==> src/rtl/i2s_pkg.sv <==
// Shared types and defaults for the I2S transmit path.
package i2s_pkg;

    localparam int I2S_AUDIO_DW = 16;

    typedef struct packed {
        logic [I2S_AUDIO_DW-1:0] left;
        logic [I2S_AUDIO_DW-1:0] right;
    } i2s_frame_t;

endpackage

==> src/rtl/i2s_sfifo_ram.sv <==
// Frame storage for the TX FIFO: one synchronous write port, combinational read.
module i2s_sfifo_ram #(
    parameter int DW     = 32,
    parameter int DEPTH  = 8,
    parameter int ADDR_W = $clog2(DEPTH)
) (
    input  logic              clk,
    input  logic              we,
    input  logic [ADDR_W-1:0] wr_addr,
    input  logic [DW-1:0]     wr_data,
    input  logic [ADDR_W-1:0] rd_addr,
    output logic [DW-1:0]     rd_data
);

    logic [DW-1:0] mem [DEPTH];

    // No reset: stale contents are unreachable once the pointers are cleared.
    always_ff @(posedge clk) begin
        if (we) begin
            mem[wr_addr] <= wr_data;
        end
    end

    assign rd_data = mem[rd_addr];

endmodule

==> src/rtl/i2s_tx_frame_fifo.sv <==
// Stereo frame FIFO feeding i2s_tx; pops one frame on each LRCLK rising edge.
module i2s_tx_frame_fifo
    import i2s_pkg::*;
#(
    parameter int AUDIO_DW         = I2S_AUDIO_DW,
    parameter int DEPTH            = 8,
    parameter bit MUTE_ON_UNDERRUN = 1'b0,
    localparam int ADDR_W          = $clog2(DEPTH)
) (
    input  logic                i_tx_sclk,
    input  logic                i_tx_rst,
    input  logic                i_s_valid,
    output logic                o_s_ready,
    input  logic [AUDIO_DW-1:0] i_s_left,
    input  logic [AUDIO_DW-1:0] i_s_right,
    input  logic                i_tx_lrclk,
    output logic [AUDIO_DW-1:0] o_tx_left_chan,
    output logic [AUDIO_DW-1:0] o_tx_right_chan,
    output logic [ADDR_W:0]     o_level,
    output logic                o_empty,
    output logic                o_full,
    input  logic                i_clr_underrun,
    output logic                o_underrun
);

    localparam logic [ADDR_W:0]   LEVEL_MAX = (ADDR_W+1)'(DEPTH);
    localparam logic [ADDR_W:0]   LEVEL_ONE = (ADDR_W+1)'(1);
    localparam logic [ADDR_W-1:0] PTR_ONE   = ADDR_W'(1);

    logic [ADDR_W-1:0]     wr_ptr;
    logic [ADDR_W-1:0]     rd_ptr;
    logic                  lrclk_q;
    logic                  push;
    logic                  pop_req;
    logic                  pop;
    logic [2*AUDIO_DW-1:0] rd_data;

    // Handshake: a frame transfers on a clock edge where i_s_valid && o_s_ready;
    // the producer holds data stable while valid is high and ready is low.
    assign o_empty   = (o_level == '0);
    assign o_full    = (o_level == LEVEL_MAX);
    assign o_s_ready = ~o_full;

    assign push    = i_s_valid & o_s_ready;
    assign pop_req = i_tx_lrclk & ~lrclk_q;
    assign pop     = pop_req & ~o_empty;

    i2s_sfifo_ram #(
        .DW     (2*AUDIO_DW),
        .DEPTH  (DEPTH),
        .ADDR_W (ADDR_W)
    ) u_ram (
        .clk     (i_tx_sclk),
        .we      (push),
        .wr_addr (wr_ptr),
        .wr_data ({i_s_left, i_s_right}),
        .rd_addr (rd_ptr),
        .rd_data (rd_data)
    );

    // lrclk_q resets high so an LRCLK already high at reset release is not a rise.
    always_ff @(posedge i_tx_sclk or posedge i_tx_rst) begin
        if (i_tx_rst) begin
            lrclk_q <= 1'b1;
        end else begin
            lrclk_q <= i_tx_lrclk;
        end
    end

    always_ff @(posedge i_tx_sclk or posedge i_tx_rst) begin
        if (i_tx_rst) begin
            wr_ptr  <= '0;
            rd_ptr  <= '0;
            o_level <= '0;
        end else begin
            if (push) begin
                wr_ptr <= wr_ptr + PTR_ONE;
            end
            if (pop) begin
                rd_ptr <= rd_ptr + PTR_ONE;
            end
            case ({push, pop})
                2'b10:   o_level <= o_level + LEVEL_ONE;
                2'b01:   o_level <= o_level - LEVEL_ONE;
                default: o_level <= o_level;
            endcase
        end
    end

    // Output words only move on an LRCLK rise, so i2s_tx sees them stable all period.
    always_ff @(posedge i_tx_sclk or posedge i_tx_rst) begin
        if (i_tx_rst) begin
            o_tx_left_chan  <= '0;
            o_tx_right_chan <= '0;
        end else if (pop) begin
            o_tx_left_chan  <= rd_data[2*AUDIO_DW-1:AUDIO_DW];
            o_tx_right_chan <= rd_data[AUDIO_DW-1:0];
        end else if (pop_req && MUTE_ON_UNDERRUN) begin
            o_tx_left_chan  <= '0;
            o_tx_right_chan <= '0;
        end
    end

    // A fresh underrun wins over a simultaneous clear.
    always_ff @(posedge i_tx_sclk or posedge i_tx_rst) begin
        if (i_tx_rst) begin
            o_underrun <= 1'b0;
        end else if (pop_req && o_empty) begin
            o_underrun <= 1'b1;
        end else if (i_clr_underrun) begin
            o_underrun <= 1'b0;
        end
    end

endmodule

==> config.mk <==
export PLATFORM = sky130hd
export DESIGN_NAME = i2s_tx_frame_fifo
export DESIGN_NICKNAME = d
export VERILOG_FILES = /design/src/rtl/i2s_pkg.sv /design/src/rtl/i2s_sfifo_ram.sv /design/src/rtl/i2s_tx_frame_fifo.sv
export SDC_FILE = /design/constraint.sdc
export NUM_CORES = 1
export LEC_CHECK = 0
export CAP_MARGIN = 20
export CORE_ASPECT_RATIO = 1.1
export CORE_MARGIN = 4
export CORE_UTILIZATION = 50
export CTS_BUF_LIST = sky130_fd_sc_hd__clkbuf_8
export DETAILED_ROUTE_END_ITERATION = 10
export GPL_ROUTABILITY_DRIVEN = 0
export GPL_TIMING_DRIVEN = 0
export HOLD_SLACK_MARGIN = 0.02
export PLACE_DENSITY = 0.79
export SETUP_SLACK_MARGIN = 0.5
export SLEW_MARGIN = 30
export SYNTH_ARGS = -nofsm -noshare
export SYNTH_HDL_FRONTEND = slang
export SYNTH_SLANG_ARGS = --single-unit
==> constraint.sdc <==
create_clock -name i_tx_sclk -period 3.77 [get_ports i_tx_sclk]
set_clock_uncertainty 0.05 [all_clocks]
set_input_delay 0.5655 -clock i_tx_sclk [delete_from_list [all_inputs] [get_ports i_tx_sclk]]
set_output_delay 0.5655 -clock i_tx_sclk [all_outputs]
set_load 0.05 [all_outputs]
==> results by group, run 1 <==
Routing
  – Final ANT Viol Nets: 0
  – Met3 wire length: 1570 um
  – Met1 wire length: roughly 10,000 um
  – Uppermost layer routed: met4
  – Via Count: 6,453
  – Residual DRC: 0
  – Initial drt markers: 493
  – Routed length per instance: between 20 and 25 um
  – Post-detailed-routing wire length: approximately 25,000 um
  – First drt pass iteration count: 5
  – WL met2: between 10,000 and 15,000 um
  – Vias per cell: approximately 5.5

Synth
  – Synth top cells by count: 256 x edfxtp_1, 128 x mux2i_1, 77 x nand2_1
  – Prevailing post-synth register cell: edfxtp_1
  – YS warnings: 0
  – Most frequent cell after synthesis: edfxtp_1
  – Post-synthesis sequential area ratio: about three quarters
  – Synth Area per Inst: 17.1 um^2
  – Yosys cell types: 37
  – Cells after Synth: between 600 and 700
  – Top-area cell type share of the netlist area: 65.4%
  – Post-Synthesis Cell Area: 11,800 um^2
  – Flops & latches, synth: 300
  – Net Count, Synth: 729
  – Ys async rst share: between 10% and 20%
  – EDFF count, synth: ~260
  – Synth area leaders: edfxtp_1 65%, mux2i_1 11%, dfrtp_1 9.2%
  – Largest area contributor in the netlist: edfxtp_1

Run status
  – Status: finished, final reports clean

Clocking
  – Post-CTS Setup Bufs: 0
  – CTS Hold Bufs: 0
  – Root Driver: clkbuf_8
  – Worst skew pair latency: roughly 0.54 ns
  – Longest Clk Path Bufs: 3
  – Clock-pin slew on the worst setup and hold paths: approximately 0.070 ns
  – CTS HTree Levels: 2
  – Resized Gates After CTS: 0
  – CTS Sinks: 300
  – TritonCTS clock tree: done
  – Num CTS Buffers: 45

Cells and area
  – Area of the multi-input gates: ~2800 um^2
  – Nets: between 800 and 900
  – FF/Latch Area: just under 9000 um^2
  – Syn-to-layout area delta: 21.3%
  – Fillcell total: between 1,500 and 2,000
  – Layout cell share with drive strength beyond 1: between 10% and 20%
  – Finished Layout Cells: around 1,200

Min path
  – Hold crit path type: input port to async pin

Timing
  – Final Max Slew Viols: 0
  – Setup Viol. Count Final: 0
  – Fin worst setup slack: approximately 0.68 ns
  – Max-slew headroom: roughly 44%
  – Final worst-path cycle share: 82.0%
  – WHS: 0.271 ns
  – Achievable clock frequency: around 320 MHz
  – Final min period: just over 3 ns
  – Unrepaired setup endpoints after global routing: no
  – Final number of hold-violating endpoints: 0
  – Worst slew pin tran: approximately 0.84 ns
  – Sum Neg Setup Slack: 0 ns

Die
  – Chip Height: between 150 and 200 um
  – Core area: 23,000 um^2
  – Die width: about 150 um
  – Top Ports: between 70 and 80
  – Initial Utilization: between 50% and 60%
  – Rows: between 50 and 60
  – Die area: roughly 26,000 um^2

Critical path
  – Setup crit start kind: flop
  – Critical Path Sink Type: primary output
  – Worst path slowest cell: clkdlybuf4s50_1
  – WS Path Type: flop to primary output
  – Crit path arrival time: roughly 2.5 ns
  – Max incr delay on CP: around 0.8 ns
  – Required @ worst endpoint: about 3.2 ns
  – Reg2reg start: o_level[1]$_DFFE_PP0P_
  – Crit path max fanout: 8
  – Crit path cell chain: buf_6, or4b_4, inv_1, clkdlybuf4s50_1
  – Critical Path Start: o_level[1]$_DFFE_PP0P_

Power and ir drop
  – Power density over the cells: roughly 780 nW/um^2
  – VDD IR-drop max: 0.488 mV
  – Power Total: ~0.011 W
  – Leakage power: roughly 5.4 nW

Job
  – Max_cap viols: 0

GRT
  – Largest net degree at the start of global routing: 29
  – Wire length of the first global-routing pass: approximately 38,000 um
  – Initial antenna violation count: 1
  – Vias in the first global route: 6,592
  – GRT Util Overall: a little under a fifth
  – GRT overflow: 0

Place
  – DP Cell Count: around 1,100
  – Placement Setup Slack: ~0.64 ns
  – Number of port buffers: 76
  – HPWL Detailed: 15,800 um
-- final cells by class --
cell class	count	area share (%)
repair buffers	95	8.29
multi-input cells	344	19.3
well taps	300	2.63
flip-flops and latches	300	61.7
clock buffers	52	5.02
plain buffers	38	1.83
diodes	1	0.0176
inverters	5	0.202
clock inverters	32	1.06
-- registers in the layout (all words and copies together), names as in the netlist --
name	count
wr_ptr	3
rd_ptr	3
o_underrun	1
o_level	4
o_tx_right_chan	16
o_tx_left_chan	16
lrclk_q	1
u_ram.mem	256
-- cells by family after synthesis --
kind of cell,synth area share (%)
compound gates,4.34
xor+xnor,0.596
fa+ha+maj,0.532
buf+inv,2.44
flops,74.8
mux,11.0
simple gates,6.28
-- per-layer routing --
layer	GRT usage, %	vias up
met3	3.53	57
met5	0	-
li1	-	2930
met2	32.3	238
met4	6.72	0
met1	25.1	3228
-- placed cells by master, fill, tap and decap left out, types with 2 or more instances in the layout --
| master | n |
|---|---|
| edfxtp_1 | 256 |
| mux2i_1 | 128 |
| nand2_1 | 77 |
| clkdlybuf4s50_1 | 76 |
| a22oi_1 | 64 |
| clkbuf_8 | 52 |
| dfrtp_1 | 43 |
| nand3_2 | 28 |
| inv_1 | 28 |
| clkbuf_1 | 16 |
| buf_4 | 12 |
| buf_16 | 11 |
| nor2_4 | 6 |
| xnor2_1 | 5 |
| ha_1 | 5 |
| buf_8 | 5 |
| buf_6 | 4 |
| buf_12 | 4 |
| buf_2 | 4 |
| nand3_1 | 4 |
| nor2_1 | 3 |
| xor2_1 | 3 |
| nand2b_1 | 3 |
| clkinv_1 | 3 |
| nor2b_1 | 2 |
| nor3_4 | 2 |
| o21ai_0 | 2 |
-- final timing paths --
check                                                   to  depth (start not counted)  slack, ns
max in group asynchronous                lrclk_q$_DFF_PP1_                          3       2.88
max reg2reg                         o_level[2]$_DFFE_PP0P_                         13       1.08
max                                                 o_full                          4       0.68
min                        o_tx_right_chan[15]$_DFFE_PP0P_                          2       0.27
min reg2reg                o_tx_right_chan[13]$_DFFE_PP0P_                          2       0.42
min in group i_tx_sclk     o_tx_right_chan[13]$_DFFE_PP0P_                          2       0.42
-- metrics by stage --
stage | instance area [um^2] | utilization (%)
2_1_floorplan | 11800 | -
3_5_place_dp | 13400 | 58.2
6_report | 14300 | 62.0
4_1_cts | 14300 | 62.0
5_1_grt | 14300 | 62.0
3_3_place_gp | 12900 | 56.1
-- where the power goes --
| group | leakage, nW | switching (W) | internal [W] |
|---|---|---|---|
| sequential | 2.86 | 0.000257 | 0.00425 |
| combinational | 1.97 | 0.00259 | 0.00150 |
| clock | 0.535 | 0.00116 | 0.00132 |
-- worst max-delay path, delay by kind of cell, from the launching register on --
kind	cells	cell delay (ns)
buffers and inverters	3	1.01
DFF	1	0.40
and+or+nand+nor	1	0.52
Power figures use the tool's default switching activity.
==> inputs of run 2 (changes only) <==
==> constraint.sdc (replaced) <==
create_clock -name i_tx_sclk -period 2.7 [get_ports i_tx_sclk]
set_clock_uncertainty 0.05 [all_clocks]
set_input_delay 0.405 -clock i_tx_sclk [delete_from_list [all_inputs] [get_ports i_tx_sclk]]
set_output_delay 0.405 -clock i_tx_sclk [all_outputs]
set_load 0.05 [all_outputs]
==> results by group, run 2 (synthesized netlist as in run 1, its figures left out) <==
Critical path
  – Reg2reg start: o_level[1]$_DFFE_PP0P_
  – FF-to-FF setup slack: 0.28 ns
  – Worst r2r dst: o_level[2]$_DFFE_PP0P_
  – Critical Path Start: o_level[1]$_DFFE_PP0P_
  – Crit path capture: o_level[2]$_DFFE_PP0P_
  – Reg2Reg Depth: 11
  – Crit path max fanout: 3
  – Required @ worst endpoint: about 3.1 ns
  – Crit path arrival time: about 2.8 ns
  – Critical Path Sink Type: flop
  – WS Path Type: flop to flop
  – Setup crit start kind: flop

Min path
  – Hold crit path type: input port to async pin

Clocking
  – Root Driver: clkbuf_8
  – Worst skew pair latency: 0.56 ns
  – TritonCTS clock tree: done
  – Num CTS Buffers: 46
  – Longest Clk Path Bufs: 3
  – CTS Sinks: 300
  – Clock-pin slew on the worst setup and hold paths: 0.07 ns
  – CTS HTree Levels: 2
  – CTS Hold Bufs: 0

Die
  – Die width: around 150 um
  – Die area: 26,000 um^2
  – Core area: about 23,000 um^2
  – Initial Utilization: about half
  – Chip Height: 169 um
  – Rows: 58
  – Top Ports: between 70 and 80

Place
  – HPWL Detailed: between 15,000 and 20,000 um
  – DP Cell Count: between 1,000 and 1,500
  – Placement Setup Slack: -0.117 ns
  – Number of port buffers: 76

Power and ir drop
  – Power density over the cells: approximately 1100 nW/um^2
  – Power Total: approximately 0.016 W
  – VDD IR-drop max: roughly 0.73 mV
  – Leakage power: between 5 and 6 nW

Routing
  – Vias per cell: 5.53
  – Post-detailed-routing wire length: ~26,000 um
  – Routed length per instance: around 22 um
  – Final ANT Viol Nets: 0
  – Via Count: about 6,600
  – Initial drt markers: between 500 and 600
  – Residual DRC: 0
  – First drt pass iteration count: 6

Timing
  – Setup Viol. Count Final: 0
  – Final worst-path cycle share: 89.7%
  – Worst slew pin tran: ~0.77 ns
  – Final min period: roughly 2.4 ns
  – Achievable clock frequency: between 400 and 500 MHz
  – Unrepaired setup endpoints after global routing: yes
  – Sum Neg Setup Slack: 0 ns
  – Max-slew headroom: 48.4%
  – Fin worst setup slack: ~0.28 ns
  – Final number of hold-violating endpoints: 0
  – Final Max Slew Viols: 0

GRT
  – Largest net degree at the start of global routing: 25
  – Vias in the first global route: approximately 6,900
  – Initial antenna violation count: 1
  – Wire length of the first global-routing pass: between 30,000 and 40,000 um
  – GRT overflow: 0
  – GRT Util Overall: 19.6%

Cells and area
  – Reg with most FFs: u_ram.mem
  – Nets: ~900
  – Finished Layout Cells: roughly 1,200
  – Most frequent cells in the layout: 256 x edfxtp_1, 128 x mux2i_1, 76 x nand2_1
  – Commonest non-fill, non-tap cell in the layout: edfxtp_1
  – Max reg flops: roughly 260
  – Largest registers: u_ram.mem (256), o_tx_left_chan (16), o_tx_right_chan (16)
  – Fillcell total: 1,565
  – Fin util: 63.7%
  – Layout cell share with drive strength beyond 1: around a fifth
  – Syn-to-layout area delta: 24.7%

Run status
  – Status: finished, final reports clean

Job
  – Max_cap viols: 0
## run 2: cell count changes in the layout (fill, tap and decap cells not counted), moves of 6 or more
cell / change
dlygate4sd2_1: +10
dlymetal6s2s_1: +23
inv_1: -8
clkbuf_8: -6
clkdlybuf4s50_1: -36
buf_4: +25
buf_12: +10
clkinv_1: +10
## run 2: worst min-delay path by stage
stage / from / end / slack, ns / cells past startpoint
2_1_floorplan: i_tx_lrclk / lrclk_q$_DFF_PP1_ / 0.36 / 0
3_5_place_dp: o_tx_right_chan[12]$_DFFE_PP0P_ / o_tx_right_chan[12]$_DFFE_PP0P_ / 0.41 / 2
4_1_cts: i_tx_rst / o_tx_left_chan[12]$_DFFE_PP0P_ / 0.10 / 2
6_report: i_tx_rst / o_tx_left_chan[2]$_DFFE_PP0P_ / 0.12 / 2
5_1_grt: i_tx_rst / o_tx_left_chan[2]$_DFFE_PP0P_ / 0.12 / 2
3_3_place_gp: o_tx_right_chan[4]$_DFFE_PP0P_ / o_tx_right_chan[4]$_DFFE_PP0P_ / 0.41 / 2
## run 2: repair_timing
item	in CTS	in global routing
resized for setup	40	30
endpoints found under the setup margin	38	156
buffers inserted	16	20
cloned	1	1
pin swaps	10	11
## run 2: worst max-delay path: stages (launching register included)
cell and delay (ns):
dfrtp_2 0.40, buf_6 0.12, or4b_4 0.56, and2_4 0.19
inv_4 0.06, ha_4 0.14, xor2_1 0.16, ha_2 0.19
a21oi_2 0.04, xor2_1 0.15, nor2_1 0.13, xor2_1 0.14
## run 2: area by class of cell
class	count	area [um^2]	area share, %
inverter	5	36.3	0.248
timing repair buffer	127	1520	10.4
sequential	300	8790	60.0
tap	300	375	2.56
clock inverter	40	219	1.49
antenna	1	2.50	0.0171
multi-input combinational	344	2810	19.2
buffer	38	260	1.78
clock buffer	46	633	4.32
## run 2: per-layer routing
layer | vias up | track usage [%] | part of all wire (%)
li1 | 3002 | - | -
met1 | 3342 | 25.4 | 40
met2 | 263 | 33.5 | 51
met3 | 40 | 4.55 | 7.2
met4 | 0 | 5.34 | 1.7
met5 | - | 0 | 0
## run 2: metrics by stage
step                area [um^2]  hold WS (ns)
global placement          13000         0.409
detailed placement        13300         0.412
CTS                       14300         0.101
finish                    14700         0.117
global route              14700         0.119
floorplan                 11900         0.359
## run 2: power breakdown
| part | switching, W | total, W | leakage [nW] | internal, W |
|---|---|---|---|---|
| clock network | 0.00169 | 0.00348 | 0.497 | 0.00179 |
| registers | 0.000360 | 0.00630 | 2.85 | 0.00594 |
| logic | 0.00370 | 0.00591 | 2.44 | 0.00222 |
==> inputs of run 3 (changes only) <==
--- a/config.mk
+++ b/config.mk
@@ -15,6 +15,7 @@
 export GPL_TIMING_DRIVEN = 0
 export HOLD_SLACK_MARGIN = 0.02
 export PLACE_DENSITY = 0.79
+export RECOVER_POWER = 50
 export SETUP_SLACK_MARGIN = 0.5
 export SLEW_MARGIN = 30
 export SYNTH_ARGS = -nofsm -noshare
==> results by group, run 3 (synthesized netlist as in run 1, its figures left out) <==
Run status
  – Status: finished, final reports clean

Timing
  – Final worst-path cycle share: about 90%
  – Final number of hold-violating endpoints: 0
  – Worst slew pin tran: around 1.1 ns
  – Final Max Slew Viols: 0
  – Unrepaired setup endpoints after global routing: yes
  – Final min period: around 2.4 ns
  – Setup Viol. Count Final: 0
  – WHS: roughly 0.37 ns
  – Max-slew headroom: approximately a quarter
  – Achievable clock frequency: 413 MHz

Critical path
  – Setup crit start kind: flop
  – Crit path cell chain: buf_6, or4b_4, and2_4, inv_4, ha_4, xor2_1, ha_2, a21oi_2, xor2_1, nor2_1, xor2_1
  – Cell mode on critical path: xor2_1
  – FF-to-FF setup slack: between 0.2 and 0.3 ns
  – Worst path slowest cell: or4b_4
  – Max incr delay on CP: around 0.56 ns
  – Crit path max fanout: 3
  – Critical Path Sink Type: flop
  – WP buf/inv: 2
  – Crit path arrival time: ~2.8 ns
  – WS Path Type: flop to flop
  – Crit path max-delay family: simple AND/OR/NAND/NOR gates
  – Required @ worst endpoint: about 3.1 ns

Cells and area
  – Area of the multi-input gates: about 2800 um^2
  – FF/Latch Area: 8790 um^2
  – Nets: about 900
  – Max reg flops: around 260
  – Commonest non-fill, non-tap cell in the layout: edfxtp_1
  – Layout cell share with drive strength beyond 1: approximately a fifth
  – Syn-to-layout area delta: 23.5%
  – Fin util: between 60 and 70%
  – Design area: 14,500 um^2
  – Largest registers: u_ram.mem (256), o_tx_left_chan (16), o_tx_right_chan (16)
  – Reg with most FFs: u_ram.mem
  – Fillcell total: ~1,600
  – Most frequent cells in the layout: 256 x edfxtp_1, 128 x mux2i_1, 76 x nand2_1

Routing
  – Initial drt markers: about 570
  – First drt pass iteration count: 8
  – Residual DRC: 0
  – Routed length per instance: 21.7 um
  – Vias per cell: around 5.5
  – Final ANT Viol Nets: 0
  – Via Count: ~6,600
  – Post-detailed-routing wire length: 26,100 um

Clocking
  – CTS Hold Bufs: 0
  – Root Driver: clkbuf_8
  – TritonCTS clock tree: done
  – Clock-pin slew on the worst setup and hold paths: ~0.07 ns
  – CTS Sinks: 300
  – Num CTS Buffers: 46
  – Longest Clk Path Bufs: 3
  – CTS HTree Levels: 2
  – Worst skew pair latency: between 0.5 and 0.6 ns

Die
  – Top Ports: 77
  – Initial Utilization: between 50% and 60%
  – Die width: ~150 um
  – Core area: ~23,000 um^2
  – Rows: just under 60
  – Chip Height: around 170 um
  – Die area: approximately 26,000 um^2

GRT
  – Largest net degree at the start of global routing: 25
  – Wire length of the first global-routing pass: a little under 40,000 um
  – GRT overflow: 0
  – GRT Util Overall: around a fifth
  – Vias in the first global route: 6,866
  – Initial antenna violation count: 3

Place
  – HPWL Detailed: 15,700 um
  – Post-DP Area: roughly 13,000 um^2
  – Number of port buffers: 76

Job
  – Max_cap viols: 0

Power and ir drop
  – Leakage power: approximately 5.6 nW
  – Sw power: approximately 0.0057 W
  – Power Total: about 0.016 W
  – Sequential share of power: roughly 41%
  – Clock share of power: around 22%
  – Power density over the cells: 1070 nW/um^2
  – VDD IR-drop max: around 0.73 mV
  – Internal power: ~0.0098 W
  – Logic pwr share: a little under two fifths
  – Switch share: 36.9%

Min path
  – Hold crit path type: input port to flop
run 3: path summary, 6_finish.rpt:
check                                                  to  depth (start not counted)                      startpoint
max in group asynchronous           rd_ptr[2]$_DFFE_PP0P_                          3                        i_tx_rst
min in group asynchronous   o_tx_left_chan[2]$_DFFE_PP0P_                          2                        i_tx_rst
hold / removal                     o_underrun$_DFFE_PP0P_                          2                  i_clr_underrun
setup / recovery                   o_level[2]$_DFFE_PP0P_                         11          o_level[1]$_DFFE_PP0P_
hold reg to reg            o_tx_left_chan[12]$_DFFE_PP0P_                          2  o_tx_left_chan[12]$_DFFE_PP0P_
setup reg to reg                   o_level[2]$_DFFE_PP0P_                         11          o_level[1]$_DFFE_PP0P_
run 3: routing by layer:
metal | up-vias | wire length, um | GRT usage [%]
li1 | 2999 | - | -
met1 | 3340 | 10500 | 25.4
met2 | 250 | 13300 | 33.5
met3 | 39 | 1820 | 4.55
met4 | 4 | 423 | 5.34
met5 | - | 27 | 0
run 3: metrics by stage:
stage | setup slack, ns | TNS, ns | std cells
3_5_place_dp | -0.117 | -0.183 | 1076
4_1_cts | 0.335 | 0 | 1179
6_report | 0.279 | 0 | 1201
5_1_grt | 0.168 | 0 | 1201
2_1_floorplan | -0.221 | -0.406 | 687
3_3_place_gp | -0.448 | -28.90 | 1063
run 3: timing repair:
| action | 4_1_cts | 5_1_grt |
|---|---|---|
| resized for setup | 40 | 30 |
| pin swaps | 10 | 11 |
| cloned | 1 | 1 |
| endpoints found under the setup margin | 38 | 156 |
| setup buffers | 16 | 20 |
| hold endpoints to repair | 0 | 0 |
run 3: final cells by class:
cell class              count  area share (%)
flip-flops and latches    300            60.6
plain buffers              38            1.79
clock buffers              46            4.36
clock inverters            40            1.51
repair buffers            127            9.56
inverters                   5           0.241
well taps                 300            2.59
diodes                      1          0.0172
multi-input cells         344            19.3
run 3: power groups by stage:
| stage | sequential, W | clock [W] | combinational (W) |
|---|---|---|---|
| final | 0.00631 | 0.00347 | 0.00578 |
| after global routing | 0.00640 | 0.00373 | 0.00614 |
| after CTS | 0.00631 | 0.00353 | 0.00578 |
| after detailed placement | 0.00641 | 0 | 0.00565 |
| after global placement | 0.00638 | 0 | 0.00536 |
| after floorplan | 0.00729 | 0 | 0.00285 |
